`src/rtl/uart_rx_param.sv`:
```
// Oversampling UART receiver with configurable width, parity and stop bits.
// Majority-vote sampling, false-start rejection, valid/ready output with overrun.
module uart_rx_param #(
    parameter int BAUD_DIV   = 4,
    parameter int OVERSAMPLE = 16,
    parameter int DATA_BITS  = 8,
    parameter int PARITY     = 0,
    parameter int STOP_BITS  = 1
) (
    input  logic                 clk,
    input  logic                 rst,
    input  logic                 rx,
    input  logic                 ready,
    output logic [DATA_BITS-1:0] data,
    output logic                 valid,
    output logic                 parity_err,
    output logic                 frame_err,
    output logic                 overrun,
    output logic                 busy
);

    localparam int TW = (BAUD_DIV > 1) ? $clog2(BAUD_DIV) : 1;
    localparam int OW = $clog2(OVERSAMPLE);
    localparam int BW = $clog2(DATA_BITS);

    localparam logic [TW-1:0] TMAX = TW'(BAUD_DIV - 1);
    localparam logic [OW-1:0] OMAX = OW'(OVERSAMPLE - 1);
    localparam logic [OW-1:0] S0   = OW'(OVERSAMPLE / 2 - 1);
    localparam logic [OW-1:0] S1   = OW'(OVERSAMPLE / 2);
    localparam logic [OW-1:0] S2   = OW'(OVERSAMPLE / 2 + 1);
    localparam logic [BW-1:0] BMAX = BW'(DATA_BITS - 1);
    localparam logic          SMAX = 1'(STOP_BITS - 1);

    typedef enum logic [2:0] {
        IDLE,
        START,
        DATA,
        PAR,
        STOP,
        WAIT_IDLE
    } state_t;

    state_t               state;
    logic                 rx_m;
    logic                 rx_s;
    logic                 rx_d;
    logic [TW-1:0]        tick_cnt;
    logic [OW-1:0]        os_cnt;
    logic                 smp0;
    logic                 smp1;
    logic [BW-1:0]        bit_cnt;
    logic                 stop_cnt;
    logic [DATA_BITS-1:0] shreg;
    logic                 pe_p;
    logic                 fe_p;
    logic                 done;

    logic tick;
    logic fall;
    logic arm;
    logic resolve;
    logic bitv;
    logic par_exp;

    assign tick    = (tick_cnt == TMAX);
    assign fall    = rx_d & ~rx_s;
    assign arm     = (state == IDLE) && fall;
    assign resolve = tick && (os_cnt == S2);
    assign bitv    = (smp0 & smp1) | (smp0 & rx_s) | (smp1 & rx_s);
    assign par_exp = (PARITY == 1) ? ~(^shreg) : (^shreg);

    always_ff @(posedge clk) begin
        if (rst) begin
            rx_m <= 1'b1;
            rx_s <= 1'b1;
            rx_d <= 1'b1;
        end else begin
            rx_m <= rx;
            rx_s <= rx_m;
            rx_d <= rx_s;
        end
    end

    // Bit timing restarts from the detected start edge
    always_ff @(posedge clk) begin
        if (rst || arm) begin
            tick_cnt <= '0;
            os_cnt   <= '0;
            smp0     <= 1'b1;
            smp1     <= 1'b1;
        end else if (tick) begin
            tick_cnt <= '0;
            os_cnt   <= (os_cnt == OMAX) ? '0 : os_cnt + OW'(1);
            if (os_cnt == S0) smp0 <= rx_s;
            if (os_cnt == S1) smp1 <= rx_s;
        end else begin
            tick_cnt <= tick_cnt + TW'(1);
        end
    end

    always_ff @(posedge clk) begin
        if (rst) begin
            state    <= IDLE;
            bit_cnt  <= '0;
            stop_cnt <= 1'b0;
            shreg    <= '0;
            pe_p     <= 1'b0;
            fe_p     <= 1'b0;
            done     <= 1'b0;
            busy     <= 1'b0;
        end else begin
            done <= 1'b0;
            unique case (state)
                IDLE: begin
                    if (fall) begin
                        state <= START;
                        busy  <= 1'b1;
                    end
                end
                START: begin
                    if (resolve) begin
                        if (bitv) begin
                            state <= IDLE;
                            busy  <= 1'b0;
                        end else begin
                            state   <= DATA;
                            bit_cnt <= '0;
                            pe_p    <= 1'b0;
                            fe_p    <= 1'b0;
                        end
                    end
                end
                DATA: begin
                    if (resolve) begin
                        shreg   <= {bitv, shreg[DATA_BITS-1:1]};
                        bit_cnt <= bit_cnt + BW'(1);
                        if (bit_cnt == BMAX) begin
                            state    <= (PARITY != 0) ? PAR : STOP;
                            stop_cnt <= 1'b0;
                        end
                    end
                end
                PAR: begin
                    if (resolve) begin
                        if (bitv != par_exp) pe_p <= 1'b1;
                        state <= STOP;
                    end
                end
                STOP: begin
                    if (resolve) begin
                        if (!bitv) fe_p <= 1'b1;
                        if (stop_cnt == SMAX) begin
                            done <= 1'b1;
                            if (fe_p || !bitv) begin
                                state <= WAIT_IDLE;
                            end else begin
                                state <= IDLE;
                                busy  <= 1'b0;
                            end
                        end else begin
                            stop_cnt <= 1'b1;
                        end
                    end
                end
                WAIT_IDLE: begin
                    if (rx_s) begin
                        state <= IDLE;
                        busy  <= 1'b0;
                    end
                end
                default: begin
                    state <= IDLE;
                    busy  <= 1'b0;
                end
            endcase
        end
    end

    // A finished frame only overwrites the output if it is free or being taken
    always_ff @(posedge clk) begin
        if (rst) begin
            data       <= '0;
            valid      <= 1'b0;
            parity_err <= 1'b0;
            frame_err  <= 1'b0;
            overrun    <= 1'b0;
        end else begin
            overrun <= 1'b0;
            if (done && (!valid || ready)) begin
                data       <= shreg;
                parity_err <= pe_p;
                frame_err  <= fe_p;
                valid      <= 1'b1;
            end else if (done) begin
                overrun <= 1'b1;
            end else if (valid && ready) begin
                valid      <= 1'b0;
                parity_err <= 1'b0;
                frame_err  <= 1'b0;
            end
        end
    end

endmodule

```
`config.mk`:
```
export PLATFORM = sky130hd
export DESIGN_NAME = uart_rx_param
export DESIGN_NICKNAME = d
export VERILOG_FILES = /design/src/rtl/uart_rx_param.sv
export SDC_FILE = /design/constraint.sdc
export NUM_CORES = 1
export LEC_CHECK = 0
export CAP_MARGIN = 20
export CORE_MARGIN = 5
export CORE_UTILIZATION = 55
export CTS_CLUSTER_DIAMETER = 30
export CTS_CLUSTER_SIZE = 12
export DETAILED_ROUTE_END_ITERATION = 10
export PLACE_DENSITY = 0.78
export SETUP_SLACK_MARGIN = 0.3
export SKIP_LAST_GASP = 1
export SLEW_MARGIN = 20
export SYNTH_ARGS = -nofsm -noshare
export SYNTH_HDL_FRONTEND = slang
export SYNTH_SLANG_ARGS = --single-unit
```
`constraint.sdc`:
```
create_clock -name clk -period 4.8 [get_ports clk]
set_clock_uncertainty 0.2 [all_clocks]
set_input_delay 0.48 -clock clk [delete_from_list [all_inputs] [get_ports clk]]
set_output_delay 0.48 -clock clk [all_outputs]
set_load 0.01 [all_outputs]
```
* After elaboration in Yosys (flattened, before gate mapping)
Cells that the tools add are included.
Word-level totals: input port bits 4, logic and storage cells 133, register bits after elaboration 42, output and inout port bits 13
Operators by class: reduce and logical (&&, ||, !) cells 30, eq/ne operators 26, muxes and demuxes 44, bitwise operators 10, add/subtract/negate cells 3
Operators by type and width (number):
- 2-to-1 mux 3 bit | 12
- inequality test 2 bit (second input constant) | 13
- 2-to-1 mux 1 bit | 24
- case mux 3 bit (6 select lines) | 1
- AND reduction 8 bit | 2
- == test 4 bit (second input constant) | 3
- AND reduction 5 bit | 2
- nonzero test 2 bit | 5
- == test 3 bit (second input constant) | 3
- AND reduction 2 bit | 4
- AND reduction 4 bit | 2
- XOR reduction 8 bit | 1
- == test 3 x 2 -> 1 bit (second input constant) | 2
- case mux 1 bit (2 select lines) | 3
- case mux 3 bit (2 select lines) | 1
- OR reduction 2 bit | 3
- case mux 1 bit (5 select lines) | 1
- adder 4 x 1 -> 4 bit (second input constant) | 1
- bitwise AND 1 bit | 4
- == test 4 x 3 -> 1 bit (second input constant) | 1
- logical AND 1 bit | 4
- 2-to-1 mux 4 bit | 1
- inverter 1 bit | 4
- adder 3 x 1 -> 3 bit (second input constant) | 1
- other kinds (11) | 15

* Depth between registers and ports, before layout
word-level depth 9, mapped depth 9, depth with buffers taken out 7

* Worst setup path before layout
Ideal clock, no wire load.
path kind reg2reg, from register tick_cnt[0], to register shreg[7], setup slack 2.949 ns, buffers on the path 3, arrival time 1.523 ns, data required time 4.472 ns, stages on the path, launching flop included 10, cell sequence dfxtp_1 -> ha_1 -> buf_6 -> and4b_1 -> buf_6 -> nand2b_4 -> nor3_4 -> buf_6 -> mux2i_1 -> nor2_1
On the way: longest elaborated chain between the ends 3
Ends and longest elaborated chain:
- start, declared | RTL line 47 | logic [TW-1:0] tick_cnt;
- start signal, assigned | RTL line 97 | tick_cnt <= tick_cnt + TW'(1);
- == test 2 bit | RTL line 65 | assign tick = (tick_cnt == TMAX);
- logical AND 1 bit | RTL line 68 | assign resolve = tick && (os_cnt == S2);
- AND reduction 2 bit (no source line)
- end signal, assigned | RTL line 135 | shreg <= {bitv, shreg[DATA_BITS-1:1]};
- end, declared | RTL line 53 | logic [DATA_BITS-1:0] shreg;
No other way between the ends. A chain may end at the register's enable or synchronous reset.

* Worst setup path in the final report
from register tick_cnt[0], to register shreg[1]
The elaborated chain is that of the path after synthesis.

==> run_summary.xml <==
<?xml version="1.0" encoding="UTF-8"?>
<metrics>
  <group name="status">
    <metric name="status" unit="">complete, no violations</metric>
  </group>
  <group name="yosys">
    <metric name="dominantRegCellSynth" unit="">sky130_fd_sc_hd__dfxtp_1</metric>
    <metric name="yosysTopAreaCellShare" unit="%">43.6</metric>
    <metric name="netlist_instances" unit="">212</metric>
    <metric name="synth_common_cells" unit="">sky130_fd_sc_hd__dfxtp_1, sky130_fd_sc_hd__nor2_1, sky130_fd_sc_hd__a21oi_1, sky130_fd_sc_hd__nand2_1, sky130_fd_sc_hd__mux2i_1</metric>
    <metric name="synthesis.area_per_instance" unit="sq um">8.88</metric>
    <metric name="synth-edff-count" unit="">0</metric>
    <metric name="synthSimpleGateAreaFrac" unit="%">22.3</metric>
    <metric name="synthMuxAreaShare" unit="%">6.38</metric>
    <metric name="synth_area" unit="sq um">1880</metric>
    <metric name="synthAdderAreaFrac" unit="%">4.52</metric>
    <metric name="synthDominantAreaCellType" unit="">sky130_fd_sc_hd__dfxtp_1</metric>
    <metric name="netlist-cell-type-count" unit="">40</metric>
    <metric name="yosys_register_bits" unit="">41</metric>
    <metric name="synth_top_cells_by_area" unit="">sky130_fd_sc_hd__dfxtp_1, sky130_fd_sc_hd__mux2i_1, sky130_fd_sc_hd__a21oi_1</metric>
    <metric name="main_combinational_cell_family_by_area_after_synthesis" unit="">simple AND/OR/NAND/NOR gates</metric>
    <metric name="synthMostInstantiatedCell" unit="">sky130_fd_sc_hd__dfxtp_1</metric>
    <metric name="post_synth_xor_area_fraction" unit="%">4.45</metric>
    <metric name="synthArstFlopShare" unit="%">0</metric>
    <metric name="synthesized_area_fraction_occupied_by_ao_oa_aoi_and_oai_cells" unit="%">13.5</metric>
    <metric name="ys_seq_area_share" unit="%">43.6</metric>
    <metric name="mappedNetlistNets" unit="">222</metric>
    <metric name="ys.warnings.count" unit="">0</metric>
  </group>
  <group name="timing">
    <metric name="rsz0062_at_grt" unit="">no</metric>
    <metric name="maxClockFrequency" unit="MHz">421</metric>
    <metric name="setup_total_neg_slack" unit="ns">0</metric>
    <metric name="hold_viol_final" unit="">0</metric>
    <metric name="timing.max_slew.rel_slack" unit="%">58.2</metric>
    <metric name="final.period_utilization" unit="%">49.5</metric>
    <metric name="final_max_slew_viol_count" unit="">0</metric>
    <metric name="final_setup_fails" unit="">0</metric>
    <metric name="period_needed" unit="ns">2.38</metric>
    <metric name="worst_slew_pin_slew" unit="ns">0.625</metric>
  </group>
  <group name="hold_path">
    <metric name="hold_path.startpoint" unit="">tick_cnt[0]</metric>
    <metric name="min_path_cells" unit="">1</metric>
    <metric name="hold_path_class" unit="">reg2reg</metric>
    <metric name="min_to" unit="">tick_cnt[0]</metric>
  </group>
  <group name="clock_network">
    <metric name="cts.reportedPaths.clkPinSlew" unit="ns">0.11</metric>
    <metric name="tritoncts.num_buffers" unit="">5</metric>
    <metric name="htreeDepth" unit="">2</metric>
    <metric name="cts_hold_buf" unit="">0</metric>
    <metric name="cts_tree" unit="">built</metric>
    <metric name="postCtsResizedCells" unit="">0</metric>
    <metric name="clock_root_buffer" unit="">sky130_fd_sc_hd__clkbuf_4</metric>
    <metric name="cts_post_setup_buffers_inserted" unit="">0</metric>
    <metric name="insertion_delay" unit="ns">0.34</metric>
    <metric name="cts_sinks" unit="">41</metric>
    <metric name="cts.path.max_buffers" unit="">2</metric>
  </group>
  <group name="global_route">
    <metric name="grt_pass1_wl" unit="um">5910</metric>
    <metric name="global_route.usage.total" unit="%">16.5</metric>
    <metric name="grt_antenna_before_repair" unit="">0</metric>
    <metric name="vias_in_the_first_global_route" unit="">1343</metric>
    <metric name="grt_overflow_total" unit="">0</metric>
    <metric name="pin_count_of_the_biggest_net_entering_global_routing" unit="">36</metric>
  </group>
  <group name="floorplan">
    <metric name="fp.dieW" unit="um">68.5</metric>
    <metric name="starting_utilization_of_the_core_area" unit="%">56.4</metric>
    <metric name="ioPinCount" unit="">17</metric>
    <metric name="core" unit="sq um">3340</metric>
    <metric name="die_h" unit="um">68.5</metric>
    <metric name="fp.dieArea" unit="sq um">4690</metric>
    <metric name="num_rows" unit="">21</metric>
  </group>
  <group name="worst_setup_path">
    <metric name="timing.reg2reg.worst_path_depth" unit="">6</metric>
    <metric name="startpoint_type" unit="">flop</metric>
    <metric name="end_kind" unit="">flop</metric>
    <metric name="arr_time_crit_path" unit="ns">2.40</metric>
    <metric name="r2r_setup_slack" unit="ns">2.42</metric>
    <metric name="worst-endpoint-required" unit="ns">4.82</metric>
    <metric name="reg2reg_to" unit="">shreg[1]</metric>
    <metric name="rr_startpoint" unit="">tick_cnt[0]</metric>
    <metric name="worst-path-max-fanout" unit="">11</metric>
    <metric name="category_of_the_most_critical_setup_path" unit="">reg2reg</metric>
  </group>
  <group name="layout">
    <metric name="area_delta_synth_final" unit="%">12.2</metric>
    <metric name="utilization" unit="%">63.3</metric>
    <metric name="nNetsFinal" unit="">232</metric>
    <metric name="diodes" unit="">0</metric>
    <metric name="nFillCells" unit="">307</metric>
    <metric name="final_design_area_no_fill" unit="sq um">2110</metric>
    <metric name="final_layout_size_suffix_gt1_share" unit="%">8.07</metric>
  </group>
  <group name="routing">
    <metric name="drt_iter0_markers" unit="">96</metric>
    <metric name="drc" unit="">0</metric>
    <metric name="drt_wl_total" unit="um">3300</metric>
    <metric name="count_of_vias_placed_by_the_detailed_router" unit="">1441</metric>
    <metric name="postRouteAntennaNets" unit="">0</metric>
    <metric name="pre_antenna_drt_iters" unit="">5</metric>
    <metric name="routedWlPerCell" unit="um">12.3</metric>
    <metric name="avgViaCountPerCell" unit="">5.36</metric>
  </group>
  <group name="place">
    <metric name="buffer_ports.inserted" unit="">16</metric>
    <metric name="hpwl" unit="um">2300</metric>
    <metric name="postPlaceCellArea" unit="sq um">2030</metric>
    <metric name="place_congestion" unit="">0.760</metric>
  </group>
  <group name="power_and_ir_drop">
    <metric name="pwr_density_cell" unit="nW/um^2">301</metric>
    <metric name="finalPower" unit="uW">635</metric>
    <metric name="total_leakage_power" unit="uW">0.000707</metric>
    <metric name="ir_worst_vdd" unit="mV">0.205</metric>
  </group>
  <group name="run">
    <metric name="maxCapViolCount" unit="">0</metric>
  </group>
</metrics>
-- sequential cells by signal (all words and copies together), names as in the netlist, 2 cells and up --
signal,count
data,8
shreg,8
tick_cnt,2
state,3
bit_cnt,3
os_cnt,4
-- per-layer routing --
metal	part of all wire [%]	routed length [um]	up-vias	track usage, %
met1	50	1650	660	22.0
met3	3.8	125	4	3.89
met4	1.3	42	0	7.44
met2	45	1480	24	25.0
met5	0	0	-	0
li1	-	-	753	-
-- worst max-delay path: stages (launching register included) --
cell and delay (ns):
sky130_fd_sc_hd__dfxtp_1 0.35, sky130_fd_sc_hd__ha_1 0.35, sky130_fd_sc_hd__and4b_1 0.43, sky130_fd_sc_hd__nand2b_4 0.12, sky130_fd_sc_hd__nor3_4 0.50, sky130_fd_sc_hd__mux2i_1 0.27, sky130_fd_sc_hd__nor2_1 0.05
-- per-stage QoR --
| stage | cells | hold slack [ns] | worst slack [ns] |
|---|---|---|---|
| global route | 269 | 0.273 | 2.22 |
| detailed placement | 261 | 0.196 | 2.44 |
| global placement | 261 | 0.191 | 2.50 |
| floorplan | 212 | 0.189 | 2.95 |
| CTS | 269 | 0.236 | 2.42 |
| finish | 269 | 0.231 | 2.42 |
-- cells in the final DEF, fill, tap and decap left out, types with 2 or more instances in the layout --
cell and instances:
sky130_fd_sc_hd__a21oi_1 20, sky130_fd_sc_hd__a31oi_1 2, sky130_fd_sc_hd__a32oi_1 2, sky130_fd_sc_hd__clkbuf_4 5
sky130_fd_sc_hd__clkdlybuf4s50_1 16, sky130_fd_sc_hd__dfxtp_1 41, sky130_fd_sc_hd__ha_1 6, sky130_fd_sc_hd__inv_1 5
sky130_fd_sc_hd__mux2i_1 12, sky130_fd_sc_hd__nand2_1 19, sky130_fd_sc_hd__nand2b_1 3, sky130_fd_sc_hd__nand3_1 11
sky130_fd_sc_hd__nand3b_1 2, sky130_fd_sc_hd__nand4b_1 2, sky130_fd_sc_hd__nor2_1 25, sky130_fd_sc_hd__nor3_1 7
sky130_fd_sc_hd__nor4_1 3, sky130_fd_sc_hd__o21a_1 2, sky130_fd_sc_hd__o21ai_0 10, sky130_fd_sc_hd__or2_2 4
sky130_fd_sc_hd__xnor2_1 6
-- worst max-delay path by stage --
stage,startpoint,end,slack [ns]
after floorplan,tick_cnt[0],shreg[7],2.95
after global placement,tick_cnt[0],shreg[4],2.50
after detailed placement,tick_cnt[0],shreg[1],2.44
after CTS,tick_cnt[0],shreg[1],2.42
after global routing,tick_cnt[0],shreg[7],2.22
final,tick_cnt[0],shreg[1],2.42
-- cells by family (layout without fill, tap and decap cells) --
kind of cell               count (synthesis)  after routing
DFF                                       41             41
buffers and inverters                     19             30
adders and majority gates                  7              7
AOI/OAI and AO/OA                         42             42
xor gates and xnor gates                   8              8
muxes                                     12             12
and+or+nand+nor                           83             83
-- power by group --
part	total (uW)	internal (uW)	switching, uW
Sequential	359	347	12.3
Combinational	46.0	22.2	23.8
Clock	230	124	105
-- cell type report --
class | instances | area [sq um] | share of cell area [%]
repair buffers | 17 | 168 | 7.94
flip-flops and latches | 41 | 821 | 38.9
inverters | 5 | 18.8 | 0.889
well taps | 46 | 57.6 | 2.73
clock buffers | 7 | 55.1 | 2.61
clock inverters | 1 | 30.0 | 1.42
multi-input cells | 152 | 962 | 45.6
(Power assumes the default switching activity.)
